## src/rtl/seq_chunk_adder.sv

```systemverilog
// seq_chunk_adder
//   Multi-cycle WIDTH-bit adder. Operands are latched on an accepted start and
//   summed CHUNK bits per clock through a CHUNK-bit ripple stage. S, C_out and
//   overflow hold the last completed result and change only on the done edge.
module seq_chunk_adder #(
  parameter int WIDTH = 16,
  parameter int CHUNK = 4
) (
  input  logic             clk,
  input  logic             rst_n,
  input  logic             start,
  input  logic [WIDTH-1:0] A,
  input  logic [WIDTH-1:0] B,
  input  logic             C_in,
  output logic             busy,
  output logic             done,
  output logic [WIDTH-1:0] S,
  output logic             C_out,
  output logic             overflow
);

  localparam int NCHUNK = WIDTH / CHUNK;
  // Keep the chunk index at least one bit wide so CHUNK == WIDTH still elaborates.
  localparam int IDXW = (NCHUNK > 1) ? $clog2(NCHUNK) : 1;
  localparam logic [IDXW-1:0] LAST_IDX = IDXW'(NCHUNK - 1);

  typedef enum logic {
    IDLE,
    CALC
  } state_t;

  state_t            state_q, state_d;
  logic [WIDTH-1:0]  a_q, a_d;
  logic [WIDTH-1:0]  b_q, b_d;
  logic              carry_q, carry_d;
  logic [IDXW-1:0]   idx_q, idx_d;
  logic [WIDTH-1:0]  acc_q, acc_d;
  logic [WIDTH-1:0]  s_q, s_d;
  logic              cout_q, cout_d;
  logic              ovf_q, ovf_d;
  logic              done_q, done_d;

  logic [CHUNK-1:0]  chunk_a;
  logic [CHUNK-1:0]  chunk_b;
  logic [CHUNK:0]    chunk_sum;
  logic [WIDTH-1:0]  acc_upd;

  // Select the operand chunks addressed by the current chunk index.
  always_comb begin
    chunk_a = '0;
    chunk_b = '0;
    for (int unsigned k = 0; k < NCHUNK; k++) begin
      if (idx_q == IDXW'(k)) begin
        chunk_a = a_q[k*CHUNK +: CHUNK];
        chunk_b = b_q[k*CHUNK +: CHUNK];
      end
    end
  end

  // CHUNK-bit ripple stage: partial sum plus carry into the next chunk.
  always_comb begin
    chunk_sum = {1'b0, chunk_a} + {1'b0, chunk_b} + {{CHUNK{1'b0}}, carry_q};
  end

  // Accumulator with the current chunk's partial sum merged in.
  always_comb begin
    acc_upd = acc_q;
    for (int unsigned k = 0; k < NCHUNK; k++) begin
      if (idx_q == IDXW'(k)) begin
        acc_upd[k*CHUNK +: CHUNK] = chunk_sum[CHUNK-1:0];
      end
    end
  end

  // Next-state and datapath control; results publish only on completion.
  always_comb begin
    state_d = state_q;
    a_d     = a_q;
    b_d     = b_q;
    carry_d = carry_q;
    idx_d   = idx_q;
    acc_d   = acc_q;
    s_d     = s_q;
    cout_d  = cout_q;
    ovf_d   = ovf_q;
    done_d  = 1'b0;

    unique case (state_q)
      IDLE: begin
        if (start) begin
          a_d     = A;
          b_d     = B;
          carry_d = C_in;
          idx_d   = '0;
          acc_d   = '0;
          state_d = CALC;
        end
      end
      CALC: begin
        acc_d   = acc_upd;
        carry_d = chunk_sum[CHUNK];
        idx_d   = idx_q + IDXW'(1);
        if (idx_q == LAST_IDX) begin
          s_d     = acc_upd;
          cout_d  = chunk_sum[CHUNK];
          ovf_d   = (a_q[WIDTH-1] == b_q[WIDTH-1]) &&
                    (acc_upd[WIDTH-1] != a_q[WIDTH-1]);
          done_d  = 1'b1;
          idx_d   = '0;
          state_d = IDLE;
        end
      end
      default: state_d = IDLE;
    endcase
  end

  // State and datapath registers with synchronous active-low reset.
  always_ff @(posedge clk) begin
    if (!rst_n) begin
      state_q <= IDLE;
      a_q     <= '0;
      b_q     <= '0;
      carry_q <= 1'b0;
      idx_q   <= '0;
      acc_q   <= '0;
      s_q     <= '0;
      cout_q  <= 1'b0;
      ovf_q   <= 1'b0;
      done_q  <= 1'b0;
    end else begin
      state_q <= state_d;
      a_q     <= a_d;
      b_q     <= b_d;
      carry_q <= carry_d;
      idx_q   <= idx_d;
      acc_q   <= acc_d;
      s_q     <= s_d;
      cout_q  <= cout_d;
      ovf_q   <= ovf_d;
      done_q  <= done_d;
    end
  end

  assign busy     = (state_q == CALC);
  assign done     = done_q;
  assign S        = s_q;
  assign C_out    = cout_q;
  assign overflow = ovf_q;

endmodule

```

## config.mk

```make
export PLATFORM = sky130hd
export DESIGN_NAME = seq_chunk_adder
export DESIGN_NICKNAME = d
export VERILOG_FILES = /design/src/rtl/seq_chunk_adder.sv
export SDC_FILE = /design/constraint.sdc
export NUM_CORES = 1
export LEC_CHECK = 0
export BUFFER_PORTS_ARGS = -buffer_cell sky130_fd_sc_hd__clkbuf_2
export CAP_MARGIN = 10
export CORE_MARGIN = 2
export CORE_UTILIZATION = 50
export CTS_CLUSTER_SIZE = 24
export DETAILED_ROUTE_END_ITERATION = 7
export PLACE_DENSITY = 0.73
export SLEW_MARGIN = 30
export SYNTH_ARGS = -nofsm -noshare
export SYNTH_HDL_FRONTEND = slang
export SYNTH_SLANG_ARGS = --single-unit
```

## constraint.sdc

```tcl
create_clock -name clk -period 6.4 [get_ports clk]
set_input_delay 0.32 -clock clk [delete_from_list [all_inputs] [get_ports clk]]
set_output_delay 0.32 -clock clk [all_outputs]
set_load 0.01 [all_outputs]
```

# == Word-level counts from Yosys, hierarchy flattened ==
# Index checks and enable logic that the tools add are counted.
# totals
reg_bits,71
in_bits,36
output_inout_bits,20
# classes
add_sub_neg,3
eq_ne,6
muxes,23
bitwise,1
reduce_logical,5
# op_table
op,count
2-to-1 mux 4 bit,12
case mux 16 bit (2 select lines),1
2-to-1 mux 16 bit,1
AND reduction 2 bit,3
adder 4 x 4 -> 5 bit,1
adder 5 x 1 -> 5 bit,1
equality test 2 bit (second input constant),2
2-to-1 mux 1 bit,4
2-to-1 mux 2 bit,2
case mux 1 bit (2 select lines),2
case mux 2 bit (2 select lines),1
adder 2 x 1 -> 2 bit (second input constant),1
equality test 2 x 1 -> 1 bit (second input constant),1
logical NOT 2 bit,1
!= test 2 bit (second input constant),1
equality test 1 bit,1
logical AND 1 bit,1
!= test 1 bit,1
inverter 1 bit,1

# == Depth between registers and ports, before layout ==
# Gate-level depths: netlist of the first run.
# logic_depth
word_depth,10
ltp_mapped,14
mapped_depth_nobuf,13

# == Worst setup path before layout of the first run ==
# No wires, ideal clock.
# synth_timing
kind,flip-flop to flip-flop
start,register idx_q[1]
end,"register ovf_q, in the netlist overflow"
setup_ps,74
arrival_ps,2797
required_ps,6326
slack_ps,3529
path_stages_with_launch,14
synth_period_minus_slack_ps,2871
cell_sequence,dfxtp_1 > inv_1 > ha_1 > clkbuf_1 > clkbuf_1 > nand2_1 > a21oi_1 > a21oi_1 > o21ai_0 > ha_1 > and3b_4 > o21a_1 > or4_1 > a31oi_1
# synth_via
elab_chain_cells,10
elab_cells_between_ends,18
cone_classes,add/sub: 2; eq/ne: 4; mux: 9; reduce/logical: 3
# synth_rtl
element,line,rtl
start: declaration,36,"logic [IDXW-1:0] idx_q, idx_d;"
start signal: assignment,135,idx_q <= idx_d;
logical NOT 2 bit,53,if (idx_q == IDXW'(k)) begin
2-to-1 mux 4 bit (4 in series),53,
adder 4 x 4 -> 5 bit,62,"chunk_sum = {1'b0, chunk_a} + {1'b0, chunk_b} + {{CHUNK{1'b0}}, carry_q};"
adder 5 x 1 -> 5 bit,62,
2-to-1 mux 4 bit,69,if (idx_q == IDXW'(k)) begin
!= test 1 bit,107,(acc_upd[WIDTH-1] != a_q[WIDTH-1]);
logical AND 1 bit,106,ovf_d = (a_q[WIDTH-1] == b_q[WIDTH-1]) &&
end signal: assignment,139,ovf_q <= ovf_d;
end: declaration,40,"logic ovf_q, ovf_d;"
# Parallel ways exist; a longest one is shown, timed or not.
# A chain may end at the register's enable or synchronous reset.

# == Worst setup path after layout of the first run ==
# layout_timing
start,register idx_q[1]
end,"register s_q[2], in the netlist S[2]"
# layout_via
elab_chain_cells,8
elab_cells_between_ends,16
cone_classes,add/sub: 2; eq/ne: 3; mux: 9; reduce/logical: 2
# layout_rtl
element,line,rtl
logical NOT 2 bit,"53, 69",
2-to-1 mux 4 bit (4 in series),53,
adder 4 x 4 -> 5 bit,62,
adder 5 x 1 -> 5 bit,62,
2-to-1 mux 4 bit,69,
end signal: assignment,126,s_q <= '0;
end signal: assignment,137,s_q <= s_d;
end: declaration,38,"logic [WIDTH-1:0] s_q, s_d;"
# Parallel ways exist; a longest one is shown, timed or not.

==> flow_summary.yaml, run 1 <==
status:
  outcome: "complete, no violations"
detailed_routing:
  postRouteWirelength_mm: 6.54
  wl_per_cell_um: 13.3
  firstDrtPassIters: 4
  drt-initial-drc-count: 110
  ant_nets: 0
  vias: 2604
  drc: 0
  via_per_inst: 5.31
floorplan:
  die_w_um: 82.9
  core_area_sq_um: 5960
  num_rows: 28
  initial_core_util_pct: 52.2
  die_h_um: 82.9
  dieArea_sq_um: 6870
  pin_count: 56
cells_and_area:
  final_common_cell: "nand2_1"
  insertedDiodeCount: 0
  areaGrowthSynthToFinish_pct: 14.4
  finish.utilization_pct: 59.7
  most-common-layout-cells: "95 x nand2_1, 67 x dfxtp_1, 54 x clkbuf_2"
  drive_gt1_share_pct: 18.6
  nets: 455
critical_path:
  cp.required_ns: 6.64
  start_kind: "flop"
  max_stage_delay_ns: 0.75
  crit_fanout: 28
  crit_path_cell_trace: "inv_1, ha_1, and3b_1, a21oi_1, o21ai_0, mux2i_1, fa_1, inv_1, fa_1, xnor2_1, a211oi_1, a21oi_1, nor2b_1"
  crit_arrival_ns: 3.67
  reg2reg_from: "idx_q[1]"
  worst_path_max_delay_cell: "ha_1"
  crit_type: "flop to flop"
  startpoint: "idx_q[1]"
  critPathCaptureType: "flop"
hold_path:
  worstHoldStart: "A[12]"
  min_path_type: "input port to flop"
yosys:
  syn-mean-instance-area_sq_um: 8.25
  synth_area_sq_um: 3110
  ys_types: 36
  synth-seq-area-share_pct: 43.1
  synth_cells: 377
  yosys_warnings: 0
  synth_nets: 422
  yosysTopAreaCellShare_pct: 43.1
  synth_top_area_cell: "dfxtp_1"
  netlist_top_cells_area: "dfxtp_1 43%, nand2_1 11%, a21boi_0 9.7%"
  ys_ff_latch: 67
place:
  gp_congestion: 0.814
  dpl.hpwl_mm: 4.36
  io_buffers: 55
pwr:
  p_total_mw: 0.894
  leakagePower_nw: 1.45
  ir_drop_mv: 0.151
  p_per_area_nw_per_um2: 251
timing:
  tns_ns: 0
  fin_crit_sh_pct: 53.6
  skew_ns: 0.00733
  hold_slack_ns: 0.196
  worstMarginPinSlew_ns: 0.930
  drv_slew: 0
  min_period_ns: 3.43
  hold_violations: 0
  relSlewSlack_pct: 37.9
  setup_viol: 0
  rsz0062_at_grt: "false"
  fmax_mhz: 292
clock_tree:
  insertion_delay_ns: 0.35
  h-tree-depth: 3
  clock-root-buffer: "clkbuf_8"
  cts_sinks: 67
  cts_buffers: 9
  clock_path_buffers: 2
  cts_tree: "done"
  post-cts-setup-buffers: 0
  cts_resized: 0
  path_clk_slew_ns: 0.08
  ctsHoldBuffers: 0
global_route:
  grt_usage_pct: 20.1
  grt_pass1_vias: 2506
  overflow: 0
  grt_pass1_wl_mm: 11.3
  antenna_found_initial: 0
  grt_max_degree: 71
run:
  drv_cap: 0
-- critical path, delay by kind of cell, from the launching register on --
family / cells / cell delay, ns
AOI/OAI and AO/OA: 4 / 0.51
xor gates and xnor gates: 1 / 0.39
adders and majority gates: 3 / 1.39
buffers and inverters: 2 / 0.14
DFF: 1 / 0.33
muxes: 1 / 0.21
and+or+nand+nor: 2 / 0.32
-- flip-flops by register name (all words and copies together), names as in the netlist --
signal / count
a_q: 16
done: 1
S: 16
C_out: 1
acc_q: 12
carry_q: 1
idx_q: 2
b_q: 16
busy: 1
overflow: 1
-- synth_stat cells (all sizes together) --
master and number:
a211oi 3, a21boi 40, a21o 2, a21oi 25
a22oi 3, a31oi 1, a32oi 6, and2 1
and3b 3, buf 9, clkbuf 24, dfxtp 67
fa 2, ha 7, inv 5, mux2i 8
nand2 95, nand2b 2, nand3 7, nand3b 6
nand4 3, nor2 5, nor2b 18, nor3 3
nor3b 3, o211a 5, o211ai 4, o21a 1
o21ai 15, or3 1, or4 1, xnor2 1
xor2 1
-- logic make-up after synthesis --
logic type | synth area share, %
flip-flops | 43.1
buffers and inverters | 4.78
XOR/XNOR | 0.563
adder cells (fa/ha/maj) | 4.10
multiplexers | 2.57
AND/OR/NAND/NOR | 22.1
AO/OA/AOI/OAI | 22.8
-- area by class of cell --
class,instances,area (sq um)
clock buffer,9,124
clock inverter,7,68.8
fill,565,2400
inverter,5,18.8
multi-input combinational,272,1630
sequential,67,1340
tap,75,93.8
timing repair buffer,55,278
-- report_power, final --
part,switching [mW],internal [mW],total [mW]
logic,0.0615,0.0423,0.104
registers,0.0129,0.432,0.445
clock network,0.167,0.178,0.345
total,0.241,0.653,0.894
-- routing by layer --
layer	part of all wire, %	GRT usage, %	vias to the layer above
met3	4.6	5.57	12
li1	-	-	1351
met4	1.9	8.20	0
met5	0	0	-
met1	47	24.1	1188
met2	47	33.9	53
-- through the flow --
| step | cell area [sq um] | setup WS (ns) | instances |
|---|---|---|---|
| finish | 3560 | 2.97 | 490 |
| global route | 3560 | 2.60 | 490 |
| CTS | 3560 | 2.96 | 490 |
| detailed placement | 3360 | 2.98 | 474 |
| global placement | 3350 | 3.16 | 474 |
| floorplan | 3110 | 3.53 | 377 |
-- path summary, 6_finish.rpt --
path | to | slack [ns] | cells after the start
worst max-delay path | S[2] | 2.97 | 13
worst min-delay path | a_q[12] | 0.20 | 3
worst max register to register | S[2] | 2.97 | 13
worst min register to register | b_q[11] | 0.47 | 2
No activity file was read; power rests on OpenSTA's default activity.
==> run 2: changes to the inputs <==
--- a/config.mk
+++ b/config.mk
@@ -5,6 +5,7 @@
 export SDC_FILE = /design/constraint.sdc
 export NUM_CORES = 1
 export LEC_CHECK = 0
+export ABC_AREA = 1
 export BUFFER_PORTS_ARGS = -buffer_cell sky130_fd_sc_hd__clkbuf_2
 export CAP_MARGIN = 10
 export CORE_MARGIN = 2
==> constraint.sdc (replaced) <==
create_clock -name clk -period 3.2 [get_ports clk]
set_input_delay 0.16 -clock clk [delete_from_list [all_inputs] [get_ports clk]]
set_output_delay 0.16 -clock clk [all_outputs]
set_load 0.01 [all_outputs]
==> run 2 against run 1 <==
  * Critical endpoint is now acc_q[9]
  * Clock power grew 100%
  * Largest cell class unchanged
  * Synthesized area shrank 5.6%
  * Sequential power grew 110%
  * Largest power group unchanged
  * Design area shrank 3.3%
  * Power grew 110%
==> flow_summary.yaml, run 2 <==
yosys:
  synth_nets: 434
  synth-compound-area-share_pct: 18.2
  synth-main-ff-cell: "dfxtp_1"
  yosysTopAreaCellShare_pct: 46.3
  synth_mux_area_share_pct: 0
  ys_ff_latch: 68
  synth_top_area_cell: "dfxtp_1"
  synth-seq-area-share_pct: 46.3
  synth_simple_gate_area_share_pct: 24.5
  synth_area_sq_um: 2940
  synthArstFlopShare_pct: 0
  synth_cells: 389
  synth_xor_area_share_pct: 0.298
  ys_types: 27
  synth-edff-count: 0
  netlist_top_cells_area: "dfxtp_1 46%, nor2_1 9.1%, o21ai_0 7.8%"
  synthAdderAreaFrac_pct: 4.34
  synth_most_common_cell: "nor2_1"
  yosys_warnings: 0
  synth_common_cells: "71 x nor2_1, 68 x dfxtp_1, 57 x nand2_1"
  synth_top_family_by_area: "simple AND/OR/NAND/NOR gates"
  syn-mean-instance-area_sq_um: 7.55
detailed_routing:
  wl_per_cell_um: 12.7
  met2_length_mm: 2.99
  via_per_inst: 5.19
  met3WireLength_um: 356
  wl_met1_mm: 3.04
  drt-initial-drc-count: 135
  firstDrtPassIters: 4
  drc: 0
  postRouteWirelength_mm: 6.56
  ant_nets: 0
  vias: 2684
  top_layer: "met4"
cells_and_area:
  areaGrowthSynthToFinish_pct: 17.1
  finish.utilization_pct: 61.7
  drive_gt1_share_pct: 20.2
  fin_cells: 517
  most-common-layout-cells: "71 x nor2_1, 68 x dfxtp_1, 57 x nand2_1"
  final_common_cell: "nor2_1"
  nets: 485
  fill_cells: 548
  insertedDiodeCount: 0
place:
  dp.cells: 501
  gp_congestion: 0.834
  io_buffers: 55
  dpl.hpwl_mm: 4.73
floorplan:
  num_rows: 27
  die_w_um: 80.7
  die_h_um: 80.7
  initial_core_util_pct: 52.7
  dieArea_sq_um: 6500
  pin_count: 56
  core_area_sq_um: 5570
global_route:
  overflow: 0
  antenna_found_initial: 0
  grt_usage_pct: 22.5
  grt_pass1_vias: 2473
  grt_max_degree: 35
  grt_pass1_wl_mm: 11.3
clock_tree:
  ctsHoldBuffers: 0
  clock_path_buffers: 2
  clock-root-buffer: "clkbuf_8"
  cts_resized: 0
  post-cts-setup-buffers: 0
  insertion_delay_ns: 0.34
  cts_tree: "done"
  h-tree-depth: 3
  cts_sinks: 68
  path_clk_slew_ns: 0.07
  cts_buffers: 9
pwr:
  leakagePower_nw: 1.54
  ir_drop_mv: 0.311
  p_per_area_nw_per_um2: 553
hold_path:
  min_path_type: "input port to flop"
timing:
  fin_crit_sh_pct: 89.5
  rsz0062_at_grt: "false"
  min_period_ns: 2.87
  hold_violations: 0
  worstMarginPinSlew_ns: 0.677
  tns_ns: 0
  relSlewSlack_pct: 54.8
  hold_slack_ns: 0.0596
  fmax_mhz: 349
  setup_viol: 0
  drv_slew: 0
  skew_ns: 0.00511
critical_path:
  crit_type: "flop to flop"
  crit_fanout: 9
  cp.required_ns: 3.42
  crit_arrival_ns: 3.08
  start_kind: "flop"
  critPathCaptureType: "flop"
status:
  outcome: "complete, no violations"
run:
  drv_cap: 0
==> run 2: kinds of logic after synthesis <==
logic type	after synthesis
xor+xnor	1
compound gates	98
simple gates	172
fa+ha+maj	9
buf+inv	41
flops	68
==> run 2: final timing paths <==
path                            slack (ns)  cells past startpoint  endpoint     start
worst max-delay path                  0.33                     13  acc_q[9]  idx_q[0]
worst max register to register        0.33                     13  acc_q[9]  idx_q[0]
worst min register to register        0.45                      2     S[15]     S[15]
worst min-delay path                  0.06                      3    b_q[3]      B[3]
==> run 2: layout make-up <==
class,instances,area (sq um),share of cell area [%]
Sequential cell,68,1360,39.6
Multi-Input combinational cell,280,1390,40.4
Inverter,19,71.3,2.07
Tap cell,72,90.1,2.62
Timing Repair Buffer,62,328,9.53
Clock buffer,16,200,5.82
==> run 2: metal layers <==
| metal | up-vias | global-route usage, % |
|---|---|---|
| met5 | - | 0 |
| met4 | 0 | 10.5 |
| met3 | 16 | 4.72 |
| met2 | 69 | 35.8 |
| met1 | 1204 | 29.1 |
| li1 | 1395 | - |
==> run 2: critical path, cell delays in order (launching register included) <==
cell and delay, ns:
dfxtp_1 0.35, inv_1 0.10, ha_1 0.37, a21oi_1 0.13
o31ai_1 0.18, o21ai_0 0.15, fa_1 0.41, inv_1 0.11
fa_1 0.42, inv_1 0.12, nand2_1 0.06, o21ai_0 0.11
a2bb2oi_1 0.18, nor2_1 0.05
==> run 2: power by group <==
group	internal (mW)	switching [mW]
sequential	0.889	0.0277
clock	0.389	0.305
combinational	0.111	0.180
==> run 2: metrics by stage <==
| stage | cell area (sq um) | power [mW] | setup slack (ns) |
|---|---|---|---|
| floorplan | 2940 | 1.14 | 0.411 |
| global placement | 3240 | 1.22 | 0.465 |
| detailed placement | 3240 | 1.23 | 0.349 |
| CTS | 3440 | 1.91 | 0.319 |
| global route | 3440 | 2.00 | 0.0418 |
| finish | 3440 | 1.90 | 0.335 |
